[src/rtl/vend_pkg.sv]
// vend_pkg: shared types and helpers for the vending-machine sequencer.
//   vend_state_t : sequencer state encoding
//   COIN_*       : coin-acceptor codes
//   coin_value() : coin code -> credit in units
//   ITEM_W       : width of the item index
package vend_pkg;

    localparam int ITEM_W = 2;

    typedef enum logic [2:0] {
        ST_IDLE    = 3'd0,
        ST_COLLECT = 3'd1,
        ST_VEND    = 3'd2,
        ST_CHANGE  = 3'd3,
        ST_REFUND  = 3'd4
    } vend_state_t;

    localparam logic [1:0] COIN_1  = 2'b00;
    localparam logic [1:0] COIN_2  = 2'b01;
    localparam logic [1:0] COIN_5  = 2'b10;
    localparam logic [1:0] COIN_10 = 2'b11;

    function automatic logic [3:0] coin_value(input logic [1:0] code);
        logic [3:0] v;
        case (code)
            COIN_1:  v = 4'd1;
            COIN_2:  v = 4'd2;
            COIN_5:  v = 4'd5;
            COIN_10: v = 4'd10;
            default: v = 4'd0;
        endcase
        return v;
    endfunction

endpackage

[src/rtl/vend_idle_timer.sv]
// vend_idle_timer: counts idle cycles while enabled.
//   clk, reset : clock, async active-high reset
//   clear      : restart the count from zero
//   enable     : count only while high; count is held at zero otherwise
//   expired    : high while enabled and the count has reached TIMEOUT_CYC-1
// The owner leaves the counting state on expiry, so expired lasts one cycle.
module vend_idle_timer #(
    parameter int TIMEOUT_CYC = 1000
) (
    input  logic clk,
    input  logic reset,
    input  logic clear,
    input  logic enable,
    output logic expired
);

    localparam int CW = $clog2(TIMEOUT_CYC);
    localparam logic [CW-1:0] LAST = CW'(TIMEOUT_CYC - 1);

    logic [CW-1:0] count_r;

    // Idle counter: zero outside the counting state or on clear, saturates at LAST.
    always_ff @(posedge clk or posedge reset) begin
        if (reset) begin
            count_r <= '0;
        end else if (clear || !enable) begin
            count_r <= '0;
        end else if (count_r != LAST) begin
            count_r <= count_r + 1'b1;
        end else begin
            count_r <= count_r;
        end
    end

    assign expired = enable && (count_r == LAST);

endmodule

[src/rtl/vend_ctrl.sv]
// vend_ctrl: vending-machine sequencer.
//   coin_valid/coin_code  : coin strobe and denomination
//   sel_valid/item_sel    : item-select strobe and index
//   cancel                : cancel strobe (refund in COLLECT)
//   balance               : live value of the external balance register
//   change_ack            : dispenser took change_amount
//   add_en/add_value      : credit the balance register (same cycle as coin)
//   clear_en              : clear the balance register
//   vend_pulse/item_id    : dispense command
//   change_valid/amount   : change or refund, held until change_ack
//   coin_reject           : coin returned without credit
//   insuff_funds          : selection refused
//   busy                  : in VEND, CHANGE or REFUND
module vend_ctrl
    import vend_pkg::*;
#(
    parameter logic [3:0] PRICE0      = 4'd3,
    parameter logic [3:0] PRICE1      = 4'd5,
    parameter logic [3:0] PRICE2      = 4'd7,
    parameter logic [3:0] PRICE3      = 4'd10,
    parameter int         TIMEOUT_CYC = 1000
) (
    input  logic              clk,
    input  logic              reset,
    input  logic              coin_valid,
    input  logic [1:0]        coin_code,
    input  logic              sel_valid,
    input  logic [ITEM_W-1:0] item_sel,
    input  logic              cancel,
    input  logic [3:0]        balance,
    input  logic              change_ack,
    output logic              add_en,
    output logic [3:0]        add_value,
    output logic              clear_en,
    output logic              vend_pulse,
    output logic [ITEM_W-1:0] item_id,
    output logic              change_valid,
    output logic [3:0]        change_amount,
    output logic              coin_reject,
    output logic              insuff_funds,
    output logic              busy
);

    vend_state_t       state_r, state_nxt_s;
    logic [ITEM_W-1:0] item_id_r;
    logic [3:0]        change_amount_r;
    logic              vend_pulse_r, change_valid_r, busy_r;

    logic [3:0]        coin_val_s, price_s, load_amount_s;
    logic [4:0]        sum_s;
    logic              add_en_s, coin_reject_s, insuff_s, clear_s;
    logic              load_amount_en_s, load_item_en_s;
    logic              timer_clear_s, timer_en_s, timer_expired_s;

    assign coin_val_s = coin_value(coin_code);
    assign sum_s      = {1'b0, balance} + {1'b0, coin_val_s};
    assign timer_en_s = (state_r == ST_COLLECT);

    // Price lookup for the selected item.
    always_comb begin
        case (item_sel)
            2'd0:    price_s = PRICE0;
            2'd1:    price_s = PRICE1;
            2'd2:    price_s = PRICE2;
            2'd3:    price_s = PRICE3;
            default: price_s = PRICE0;
        endcase
    end

    vend_idle_timer #(.TIMEOUT_CYC(TIMEOUT_CYC)) u_idle_timer (
        .clk     (clk),
        .reset   (reset),
        .clear   (timer_clear_s),
        .enable  (timer_en_s),
        .expired (timer_expired_s)
    );

    // Next-state and event handling; one event per cycle, cancel > select > coin > timeout.
    always_comb begin
        state_nxt_s      = state_r;
        add_en_s         = 1'b0;
        coin_reject_s    = 1'b0;
        insuff_s         = 1'b0;
        clear_s          = 1'b0;
        load_amount_en_s = 1'b0;
        load_item_en_s   = 1'b0;
        load_amount_s    = balance;
        timer_clear_s    = 1'b0;
        case (state_r)
            ST_IDLE, ST_COLLECT: begin
                if (cancel && (state_r == ST_COLLECT)) begin
                    state_nxt_s      = ST_REFUND;
                    load_amount_en_s = 1'b1;
                    coin_reject_s    = coin_valid;
                end else if (sel_valid) begin
                    timer_clear_s = 1'b1;
                    coin_reject_s = coin_valid;
                    if (balance >= price_s) begin
                        state_nxt_s      = ST_VEND;
                        load_amount_en_s = 1'b1;
                        load_item_en_s   = 1'b1;
                        load_amount_s    = balance - price_s;
                    end else begin
                        insuff_s = 1'b1;
                    end
                end else if (coin_valid && !sum_s[4]) begin
                    add_en_s      = 1'b1;
                    timer_clear_s = 1'b1;
                    state_nxt_s   = ST_COLLECT;
                end else if (timer_expired_s) begin
                    // An overflowing coin is not an event, so the timeout still fires.
                    state_nxt_s      = ST_REFUND;
                    load_amount_en_s = 1'b1;
                    coin_reject_s    = coin_valid;
                end else begin
                    coin_reject_s = coin_valid;
                end
            end
            ST_VEND: begin
                coin_reject_s = coin_valid;
                if (change_amount_r == 4'd0) begin
                    clear_s     = 1'b1;
                    state_nxt_s = ST_IDLE;
                end else begin
                    state_nxt_s = ST_CHANGE;
                end
            end
            ST_CHANGE, ST_REFUND: begin
                coin_reject_s = coin_valid;
                if (change_ack) begin
                    clear_s     = 1'b1;
                    state_nxt_s = ST_IDLE;
                end else begin
                    state_nxt_s = state_r;
                end
            end
            default: begin
                state_nxt_s = ST_IDLE;
            end
        endcase
    end

    // State, payout registers and registered status outputs.
    always_ff @(posedge clk or posedge reset) begin
        if (reset) begin
            state_r         <= ST_IDLE;
            item_id_r       <= '0;
            change_amount_r <= 4'd0;
            vend_pulse_r    <= 1'b0;
            change_valid_r  <= 1'b0;
            busy_r          <= 1'b0;
        end else begin
            state_r <= state_nxt_s;
            if (load_item_en_s) begin
                item_id_r <= item_sel;
            end else begin
                item_id_r <= item_id_r;
            end
            if (load_amount_en_s) begin
                change_amount_r <= load_amount_s;
            end else begin
                change_amount_r <= change_amount_r;
            end
            vend_pulse_r   <= (state_nxt_s == ST_VEND);
            change_valid_r <= (state_nxt_s == ST_CHANGE) || (state_nxt_s == ST_REFUND);
            busy_r         <= (state_nxt_s == ST_VEND) || (state_nxt_s == ST_CHANGE) ||
                              (state_nxt_s == ST_REFUND);
        end
    end

    // Same-cycle strobes are forced low while reset is held.
    assign add_en        = add_en_s & ~reset;
    assign add_value     = add_en ? coin_val_s : 4'd0;
    assign coin_reject   = coin_reject_s & ~reset;
    assign insuff_funds  = insuff_s & ~reset;
    assign clear_en      = clear_s & ~reset;
    assign vend_pulse    = vend_pulse_r;
    assign item_id       = item_id_r;
    assign change_valid  = change_valid_r;
    assign change_amount = change_amount_r;
    assign busy          = busy_r;

endmodule

[config.mk]
export PLATFORM = sky130hd
export DESIGN_NAME = vend_ctrl
export DESIGN_NICKNAME = d
export VERILOG_FILES = /design/src/rtl/vend_pkg.sv /design/src/rtl/vend_idle_timer.sv /design/src/rtl/vend_ctrl.sv
export SDC_FILE = /design/constraint.sdc
export NUM_CORES = 1
export LEC_CHECK = 0
export CORE_MARGIN = 2
export CORE_UTILIZATION = 45
export CTS_BUF_LIST = sky130_fd_sc_hd__clkbuf_8 sky130_fd_sc_hd__clkbuf_16
export DETAILED_ROUTE_END_ITERATION = 10
export PLACE_DENSITY_LB_ADDON = 0.05
export SLEW_MARGIN = 20
export SYNTH_ARGS = -nofsm -noshare
export SYNTH_HDL_FRONTEND = slang
export SYNTH_SLANG_ARGS = --single-unit
[constraint.sdc]
create_clock -name clk -period 2.85 [get_ports clk]
set_clock_uncertainty 0.15 [all_clocks]
set_input_delay 0.7125 -clock clk [delete_from_list [all_inputs] [get_ports clk]]
set_output_delay 0.7125 -clock clk [all_outputs]
set_load 0.02 [all_outputs]
* Word-level counts from Yosys, hierarchy flattened
Cells that the tools add are included.
Word-level totals: flip-flop bits (word level) 22, bits of input ports 14, output and inout bits 17, word-level logic and storage cells 92
Cells by class: $add $sub $neg 3, order comparisons 1, equality and inequality tests 15, muxes and demuxes 44, bitwise operators 5, reductions and logical operators 17
Operators with widths (count):
- case mux 4 bit (4 select lines) | 2
- two-way mux 1 bit | 25
- two-way mux 10 bit | 2
- two-way mux 4 bit | 5
- two-way mux 3 bit | 6
- equality test 3 x 2 -> 1 bit (second input constant) | 4
- adder 10 x 1 -> 10 bit (second input constant) | 1
- equality test 10 bit (second input constant) | 1
- inequality test 10 bit (second input constant) | 1
- case mux 3 bit (3 select lines) | 1
- equality test 2 bit (second input constant) | 4
- equality test 3 bit (second input constant) | 2
- adder 4 x 4 -> 5 bit | 1
- bitwise AND 1 bit | 4
- equality test 2 x 1 -> 1 bit (second input constant) | 2
- >= comparator 4 bit | 1
- zero test 2 bit | 2
- zero test 4 bit | 1
- logical OR 1 bit | 4
- case mux 1 bit (2 select lines) | 2
- OR reduction 2 bit | 2
- subtractor 4 bit | 1
- equality test 3 x 1 -> 1 bit (second input constant) | 1
- logical AND 1 bit | 3
- 6 further kinds | 7

* Longest topological paths before layout
Gate-level depths: netlist of the first run.
word-level depth 12, gate-level depth with buffers 10, gate-level depth less buffers 10

* Cells and area by module
A second synthesis of the first run with hierarchy kept.
Second synthesis, totals: cells, all modules 157, area total of the unflattened synthesis 1457.6 sq um
Modules (own cells, without submodules):
- vend_ctrl | times used 1, cells each 103, area an instance 933.4 sq um, seq. area each 300.3 sq um
- vend_idle_timer | times used 1, cells each 54, area an instance 524.3 sq um, seq. area each 250.2 sq um

* Least setup slack after synthesis of the first run
Ideal clock, no wire load.
path type input to output, from input coin_code[1], to output add_value[2], data arrival time 2.254 ns, required time 1.987 ns, setup slack -0.266 ns, cell stages on the path 8, buffers on the path 0, cells stage by stage nand2_1 inv_1 ha_1 a21oi_1 nand2_1 nor2_1 nand4_1 nor3b_1
On the way: word-level cells in the longest chain between the ends 11, elaborated cells on any way between the ends 14, classes of those cells add/sub: 1; eq/ne: 3; mux: 6; bitwise: 1; reduce/logical: 3
RTL lines:
- start, declared | RTL line vend_ctrl.sv:26 | input logic [1:0] coin_code,
- equality test 2 bit, or another cell as far along | RTL line vend_pkg.sv:25 | case (code)
- case mux 4 bit (4 select lines) * | RTL line vend_pkg.sv:25
- adder 4 x 4 -> 5 bit | RTL line vend_ctrl.sv:56 | assign sum_s = {1'b0, balance} + {1'b0, coin_val_s};
- zero test 1 bit | RTL line vend_ctrl.sv:106 | end else if (coin_valid && !sum_s[4]) begin
- logical AND 1 bit | RTL line vend_ctrl.sv:106
- two-way mux 1 bit | RTL line vend_ctrl.sv:106
- two-way mux 1 bit | RTL line vend_ctrl.sv:95 | end else if (sel_valid) begin
- two-way mux 1 bit | RTL line vend_ctrl.sv:91 | if (cancel && (state_r == ST_COLLECT)) begin
- two-way mux 1 bit | RTL line vend_ctrl.sv:89 | case (state_r)
- bitwise AND 1 bit | RTL line vend_ctrl.sv:172 | assign add_en = add_en_s & ~reset;
- two-way mux 4 bit * | RTL line vend_ctrl.sv:173 | assign add_value = add_en ? coin_val_s : 4'd0;
- end, declared | RTL line vend_ctrl.sv:33 | output logic [3:0] add_value,
Every way passes the cells marked *; elsewhere a longest branch is shown, timed or not.

* Final worst setup path of the first run
from input item_sel[1], to output insuff_funds
On the way: word-level cells in the longest chain between the ends 8, elaborated cells on any way between the ends 11, classes of those cells order compare: 1; eq/ne: 3; mux: 5; bitwise: 1; reduce/logical: 1
RTL lines:
- start, declared | RTL line vend_ctrl.sv:28 | input logic [ITEM_W-1:0] item_sel,
- equality test 2 bit, or another cell as far along | RTL line vend_ctrl.sv:61 | case (item_sel)
- case mux 4 bit (4 select lines) * | RTL line vend_ctrl.sv:61
- >= comparator 4 bit * | RTL line vend_ctrl.sv:98 | if (balance >= price_s) begin
- two-way mux 1 bit * | RTL line vend_ctrl.sv:98
- two-way mux 1 bit * | RTL line vend_ctrl.sv:95
- two-way mux 1 bit * | RTL line vend_ctrl.sv:91
- two-way mux 1 bit * | RTL line vend_ctrl.sv:89
- bitwise AND 1 bit * | RTL line vend_ctrl.sv:175 | assign insuff_funds = insuff_s & ~reset;
- end, declared | RTL line vend_ctrl.sv:40 | output logic insuff_funds,
Marked as above.

==> metrics.log, run 1 <==
INFO  metric status = finished with violations
INFO  metric violations_in_the_final_reports = negative setup slack
INFO  metric worst_max_slew_margin_expressed_relative_to_the_limit = 75.9%
INFO  metric post_route_fraction_of_the_period_consumed_by_the_critical_path = 107%
INFO  metric slew_worst_pin = 0.357 ns
INFO  metric reg2reg_to = change_amount[2]
INFO  metric fmax = 327 MHz
INFO  metric synth_xor_xnor_area_share = 5.47%
INFO  metric hp-start = item_id[1]
INFO  metric seq_power_share = 29.2%
INFO  metric synth_top_family_by_area = simple AND/OR/NAND/NOR gates
INFO  metric cpPeakStageDelay = 0.34 ns
INFO  metric critPathKind = input port to output port
INFO  metric cts_tree = built
INFO  metric longest_clk_path_bufs = 2
INFO  metric power_switching_share = 35.3%
INFO  metric die_w = 60.6 um
INFO  metric maxCapViolations = 0
INFO  metric crit_cells = 11
INFO  metric track_usage = 24.8%
INFO  metric rows = 20
INFO  metric cts_htree_levels = 1
INFO  metric critical_path.startpoint_type = input port
INFO  metric initial_utilization = 47.2%
INFO  metric synth_top_cells_by_area = sky130_fd_sc_hd__dfrtp_1 (38%), sky130_fd_sc_hd__ha_1 (8.7%), sky130_fd_sc_hd__nor2_1 (5.2%)
INFO  metric power.internal = 1.02 mW
INFO  metric fp.coreArea = 3050 sq um
INFO  metric floorplan.die.height = 60.6 um
INFO  metric worst_slack = -0.206 ns
INFO  metric finish.instance_area = 2460 sq um
INFO  metric syn_area_per_cell = 9.42 sq um
INFO  metric timing.critical_path.buf_inv = 4
INFO  metric standard_cell_with_the_maximum_stage_delay_on_the_critical_path = sky130_fd_sc_hd__fa_2
INFO  metric ys.flop_type = sky130_fd_sc_hd__dfrtp_1
INFO  metric syn-cell-area = 1440 sq um
INFO  metric syn_inst = 153
INFO  metric synth_simple_gate_area_share = 22.6%
INFO  metric numCtsBuffers = 3
INFO  metric max-vdd-ir-drop = 0.299 mV
INFO  metric insertedDiodeCount = 0
INFO  metric power.density_cell_area = 640 nW/um^2
INFO  metric r2r_slack = 0.84 ns
INFO  metric post_synth_mux_area_share = 8.68%
INFO  metric num_vias = 1440
INFO  metric cp_top_family = adder cells
INFO  metric drt-vias-per-instance = 5.09
INFO  metric clk-insertion-delay-late = 0.27 ns
INFO  metric post_route_cells_drive_above_1_share = 49.8%
INFO  metric synthesis.nets = 178
INFO  metric final-seq-area = 551 sq um
INFO  metric detailed_place.area = 2130 sq um
INFO  metric power_frac_clock = 18.5%
INFO  metric via_count_of_the_first_global_routing_pass = 1495
INFO  metric power.switching = 0.557 mW
INFO  metric ys_seq_area_share = 38.2%
INFO  metric synth_top_cell_area_share = 38.2%
INFO  metric post-dp-hpwl = 2640 um
INFO  metric ant_nets = 0
INFO  metric slew_violations = 0
INFO  metric worst_setup_hold_path_clk_slew = 0.08 ns
INFO  metric timing.critical_path.fanout_max = 2
INFO  metric yosys_warnings = 0
INFO  metric floorplan.io_pins = 31
INFO  metric fillers = 201
INFO  metric mostFrequentLayoutCell = sky130_fd_sc_hd__buf_4
INFO  metric yosys.area.top_type = sky130_fd_sc_hd__dfrtp_1
INFO  metric reg2reg_from = u_idle_timer.count_r[0]
INFO  metric postLayoutCoreUtil = 80.6%
INFO  metric fp.dieArea = 3670 sq um
INFO  metric timing.critical_path.to = insuff_funds
INFO  metric total_negative_setup_slack = -0.942 ns
INFO  metric yosys_register_bits = 22
INFO  metric drtIter0Drc = 45
INFO  metric synth-compound-area-share = 10.9%
INFO  metric crit_path_required_time = 1.99 ns
INFO  metric grt_setup_unrepaired = true
INFO  metric first_pass_detailed_route_iteration_total = 5
INFO  metric gr-total-overflow = 0
INFO  metric fin_crit = 3.06 ns
INFO  metric multi_input_comb_area = 1000 sq um
INFO  metric numClockSinks = 22
INFO  metric worstRegToRegCells = 6
INFO  metric global_route_wire_length_before_repair = 6630 um
INFO  metric yosys.area_share.adder = 10.1%
INFO  metric portBuffers = 30
INFO  metric crit_path_end_kind = output port
INFO  metric final_cell_mix = sky130_fd_sc_hd__buf_4 (52), sky130_fd_sc_hd__dfrtp_1 (22), sky130_fd_sc_hd__nor2_1 (16)
INFO  metric drc = 0
INFO  metric gp_congestion = 0.789
INFO  metric critPathArrivalTime = 2.19 ns
INFO  metric routed_wirelength = 4170 um
INFO  metric hold_path_class = flop to flop
INFO  metric grt_start_max_net_pins = 23
INFO  metric power.combinational.fraction = 52.3%
INFO  metric hold_viol = 0
INFO  metric routed_wire_length_per_instance = 14.7 um
INFO  metric critical-path-top-cell-by-count = sky130_fd_sc_hd__ha_4
INFO  metric path_cells = buf_8, ha_4, inv_4, ha_4, inv_2, fa_2, a21oi_2, nor2b_1, o21ai_1, and4_4, buf_6
INFO  metric antenna_found_initial = 0
INFO  metric post_synth_num_cell_types = 37
INFO  metric setup_viol_count_final = 6
INFO  metric flow.area_growth_from_synthesis = 70.7%
INFO  metric cts_root_buffer = sky130_fd_sc_hd__clkbuf_8
INFO  metric synth_enable_flop_cells = 0
INFO  metric cellLeakagePower = 1.17 nW
INFO  metric cp-startpoint = item_sel[1]
INFO  metric synth-async-reset-ratio = 100%
INFO  metric final_net_count = 265
area by class of cell:
| cell class | instances | area share (%) |
|---|---|---|
| multi-input cells | 115 | 40.7 |
| repair buffers | 84 | 29.6 |
| flip-flops and latches | 22 | 22.4 |
| inverters | 14 | 2.24 |
| well taps | 44 | 2.24 |
| clock buffers | 3 | 1.68 |
| clock inverters | 1 | 1.22 |
cells in the mapped netlist, types with 3 or more instances:
cell / n
sky130_fd_sc_hd__nand2_1: 12
sky130_fd_sc_hd__xor2_1: 7
sky130_fd_sc_hd__a21oi_1: 10
sky130_fd_sc_hd__o21ai_0: 8
sky130_fd_sc_hd__inv_1: 14
sky130_fd_sc_hd__nand3_1: 5
sky130_fd_sc_hd__ha_1: 10
sky130_fd_sc_hd__mux2_4: 4
sky130_fd_sc_hd__nand4_1: 3
sky130_fd_sc_hd__mux2_2: 4
sky130_fd_sc_hd__dfrtp_1: 22
sky130_fd_sc_hd__nor2_1: 20
per-layer routing:
| layer | wire (um) | up-vias | global-route usage (%) |
|---|---|---|---|
| met5 | 0 | - | 0 |
| li1 | - | 695 | - |
| met4 | 158 | 0 | 14.3 |
| met2 | 2180 | 40 | 44.5 |
| met3 | 96 | 14 | 3.62 |
| met1 | 1740 | 691 | 27.6 |
power groups by stage:
stage                     logic, mW  clock network, mW  registers, mW
after floorplan               0.328                  0          0.533
after global placement        0.724                  0          0.461
after detailed placement      0.737                  0          0.465
after CTS                     0.783              0.296          0.459
after global routing          0.882              0.307          0.471
final                         0.824              0.291          0.460
cell families after synthesis:
family | after synthesis
compound gates | 24
xor+xnor | 9
fa+ha+maj | 11
buf+inv | 16
flops | 22
mux | 10
simple gates | 61
timing repair:
item / in CTS / in global routing
resized for setup: 92 / 13
setup endpoints to repair: 13 / 26
pin swaps: 15 / 9
setup buffers: 20 / 3
hold buffers: 0 / 0
stage by stage:
stage               std cells  setup WS (ns)  hold slack (ns)  power, mW
floorplan                 153        -0.0261            0.360      0.861
global placement          261          -1.10            0.319       1.18
detailed placement        261          -1.17            0.325       1.20
CTS                       285         -0.199            0.345       1.54
global route              283         -0.272            0.399       1.66
finish                    283         -0.206            0.350       1.57
worst register-to-register path: cells and delay by family, from the launching register on:
kind,cells,cell delay [ns]
DFF,1,0.39
AOI/OAI and AO/OA,2,0.42
muxes,1,0.32
adders and majority gates,1,0.20
and+or+nand+nor,2,0.44
flip-flops by register name, indices dropped and copies added, names as in the netlist:
register	count
u_idle_timer.count_r	10
change_amount	4
state_r	3
item_id	2
busy	1
change_valid	1
vend_pulse	1
worst min-delay path by stage:
stage	endpoint	depth (start not counted)
after floorplan	u_idle_timer.count_r[9]	2
after global placement	item_id[1]	2
after detailed placement	item_id[1]	2
after CTS	item_id[1]	2
after global routing	item_id[0]	1
final	item_id[1]	2
Power figures use the tool's default switching activity.
==> inputs of run 2 (changes only) <==
HOLD_SLACK_MARGIN = 0.05   (was unset)
==> results of run 2 <==
The final DEF is identical to that of run 1; final timing and power are the same.
==> inputs of run 3 (changes only) <==
SKIP_CTS_REPAIR_TIMING = 1   (was unset)
==> metrics.log, run 3 (synthesis results as in run 1) <==
INFO  metric flow.area_growth_from_synthesis = 61.1%
INFO  metric initial_utilization = 47.2%
INFO  metric track_usage = 19.2%
INFO  metric rows = 20
INFO  metric clk-insertion-delay-late = 0.27 ns
INFO  metric ant_nets = 0
INFO  metric timing.critical_path.fanout_max = 2
INFO  metric power.density_cell_area = 651 nW/um^2
INFO  metric routed_wire_length_per_instance = 13.1 um
INFO  metric fmax = 324 MHz
INFO  metric critPathKind = input port to output port
INFO  metric crit_path_required_time = 1.99 ns
INFO  metric violations_in_the_final_reports = negative setup slack
INFO  metric insertedDiodeCount = 0
INFO  metric fillers = 228
INFO  metric worst_slack = -0.237 ns
INFO  metric setup_viol_count_final = 6
INFO  metric post-dp-hpwl = 2640 um
INFO  metric detailed_place.area = 2130 sq um
INFO  metric num_vias = 1328
INFO  metric final_net_count = 250
INFO  metric floorplan.die.height = 60.6 um
INFO  metric worst_setup_hold_path_clk_slew = 0.08 ns
INFO  metric cts_htree_levels = 1
INFO  metric routed_wirelength = 3500 um
INFO  metric numClockSinks = 22
INFO  metric global_route_wire_length_before_repair = 5240 um
INFO  metric cts_tree = built
INFO  metric fp.dieArea = 3670 sq um
INFO  metric top_register = u_idle_timer.count_r
INFO  metric cellLeakagePower = 1.14 nW
INFO  metric die_w = 60.6 um
INFO  metric final_cell_mix = sky130_fd_sc_hd__buf_4 (37), sky130_fd_sc_hd__dfrtp_1 (22), sky130_fd_sc_hd__nor2_1 (16)
INFO  metric maxCapViolations = 0
INFO  metric grt_start_max_net_pins = 23
INFO  metric slew_violations = 0
INFO  metric mostFrequentLayoutCell = sky130_fd_sc_hd__buf_4
INFO  metric longest_clk_path_bufs = 2
INFO  metric drc = 0
INFO  metric cts_root_buffer = sky130_fd_sc_hd__clkbuf_8
INFO  metric standard_cell_with_the_maximum_stage_delay_on_the_critical_path = sky130_fd_sc_hd__fa_2
INFO  metric finish.instance_area = 2320 sq um
INFO  metric drtIter0Drc = 58
INFO  metric max-vdd-ir-drop = 0.287 mV
INFO  metric gp_congestion = 0.789
INFO  metric cpPeakStageDelay = 0.34 ns
INFO  metric drt-vias-per-instance = 4.96
INFO  metric first_pass_detailed_route_iteration_total = 4
INFO  metric critPathArrivalTime = 2.22 ns
INFO  metric post_route_cells_drive_above_1_share = 43.8%
INFO  metric path_cells = clkbuf_2, ha_4, inv_4, ha_4, inv_2, fa_2, a21oi_2, nor2b_1, o21ai_1, and4_4, buf_6
INFO  metric portBuffers = 30
INFO  metric critical-path-top-cell-by-count = sky130_fd_sc_hd__ha_4
INFO  metric cp_top_family = adder cells
INFO  metric hold_viol = 0
INFO  metric numCtsBuffers = 3
INFO  metric timing.critical_path.buf_inv = 4
INFO  metric critical_path.startpoint_type = input port
INFO  metric fp.coreArea = 3050 sq um
INFO  metric total_negative_setup_slack = -0.701 ns
INFO  metric gr-total-overflow = 0
INFO  metric max_ffs_per_register = 10
INFO  metric fin_crit = 3.09 ns
INFO  metric status = finished with violations
INFO  metric grt_setup_unrepaired = true
INFO  metric hold_path_class = flop to flop
INFO  metric floorplan.io_pins = 31
INFO  metric crit_path_end_kind = output port
INFO  metric antenna_found_initial = 0
INFO  metric multi_input_comb_area = 970 sq um
INFO  metric post-layout-total-power = 1.51 mW
INFO  metric final-seq-area = 551 sq um
INFO  metric worst_max_slew_margin_expressed_relative_to_the_limit = 79.3%
INFO  metric slew_worst_pin = 0.309 ns
INFO  metric via_count_of_the_first_global_routing_pass = 1237
INFO  metric post_route_fraction_of_the_period_consumed_by_the_critical_path = 108%
## run 3: cell count changes in the layout (fill, tap and decap cells not counted), sizes merged
cell / delta
buf: -18
clkdlybuf4s15: -2
dlymetal6s2s: +5
## run 3: area by class of cell
class                      count  area share (%)
clock inverter                 1            1.29
tap                           44            2.37
sequential                    22            23.7
inverter                      14            2.48
clock buffer                   3            1.78
multi-input combinational    115            41.8
timing repair buffer          69            26.6
## run 3: metal layers
metal  vias to the layer above  routed length, um  GRT usage (%)
li1                        666                  -              -
met1                       629               1450           22.6
met2                        27               1860           34.1
met3                         6                104           2.77
met4                         0                 83           9.32
met5                         -                  0              0
## run 3: power breakdown
group | switching [mW] | internal [mW] | total, mW
Sequential | 0.0600 | 0.399 | 0.459
Combinational | 0.359 | 0.401 | 0.760
Clock | 0.105 | 0.188 | 0.293
Total | 0.524 | 0.988 | 1.51
## run 3: final timing paths
path,endpoint,cells after the start,slack [ns],start
setup / recovery,insuff_funds,11,-0.24,item_sel[1]
hold reg to reg,item_id[1],2,0.35,item_id[1]
hold / removal,item_id[1],2,0.35,item_id[1]
setup reg to reg,change_amount[1],6,0.84,u_idle_timer.count_r[0]
max in group asynchronous,u_idle_timer.count_r[3],4,1.52,reset
min in group asynchronous,change_amount[3],4,0.81,reset
## run 3: through the flow
step | util, % | std cells | hold WS (ns) | setup WS (ns)
global route | 76.1 | 268 | 0.385 | -0.304
CTS | 72.2 | 265 | 0.345 | -1.17
floorplan | - | 153 | 0.360 | -0.0261
detailed placement | 69.8 | 261 | 0.325 | -1.17
finish | 76.1 | 268 | 0.346 | -0.237
global placement | 69.8 | 261 | 0.319 | -1.10
## run 3: tightest hold or removal path, cell delays in order, from the launching register on
cell	delay [ns]
sky130_fd_sc_hd__dfrtp_1	0.35
sky130_fd_sc_hd__nand2_1	0.05
sky130_fd_sc_hd__o21ai_0	0.06
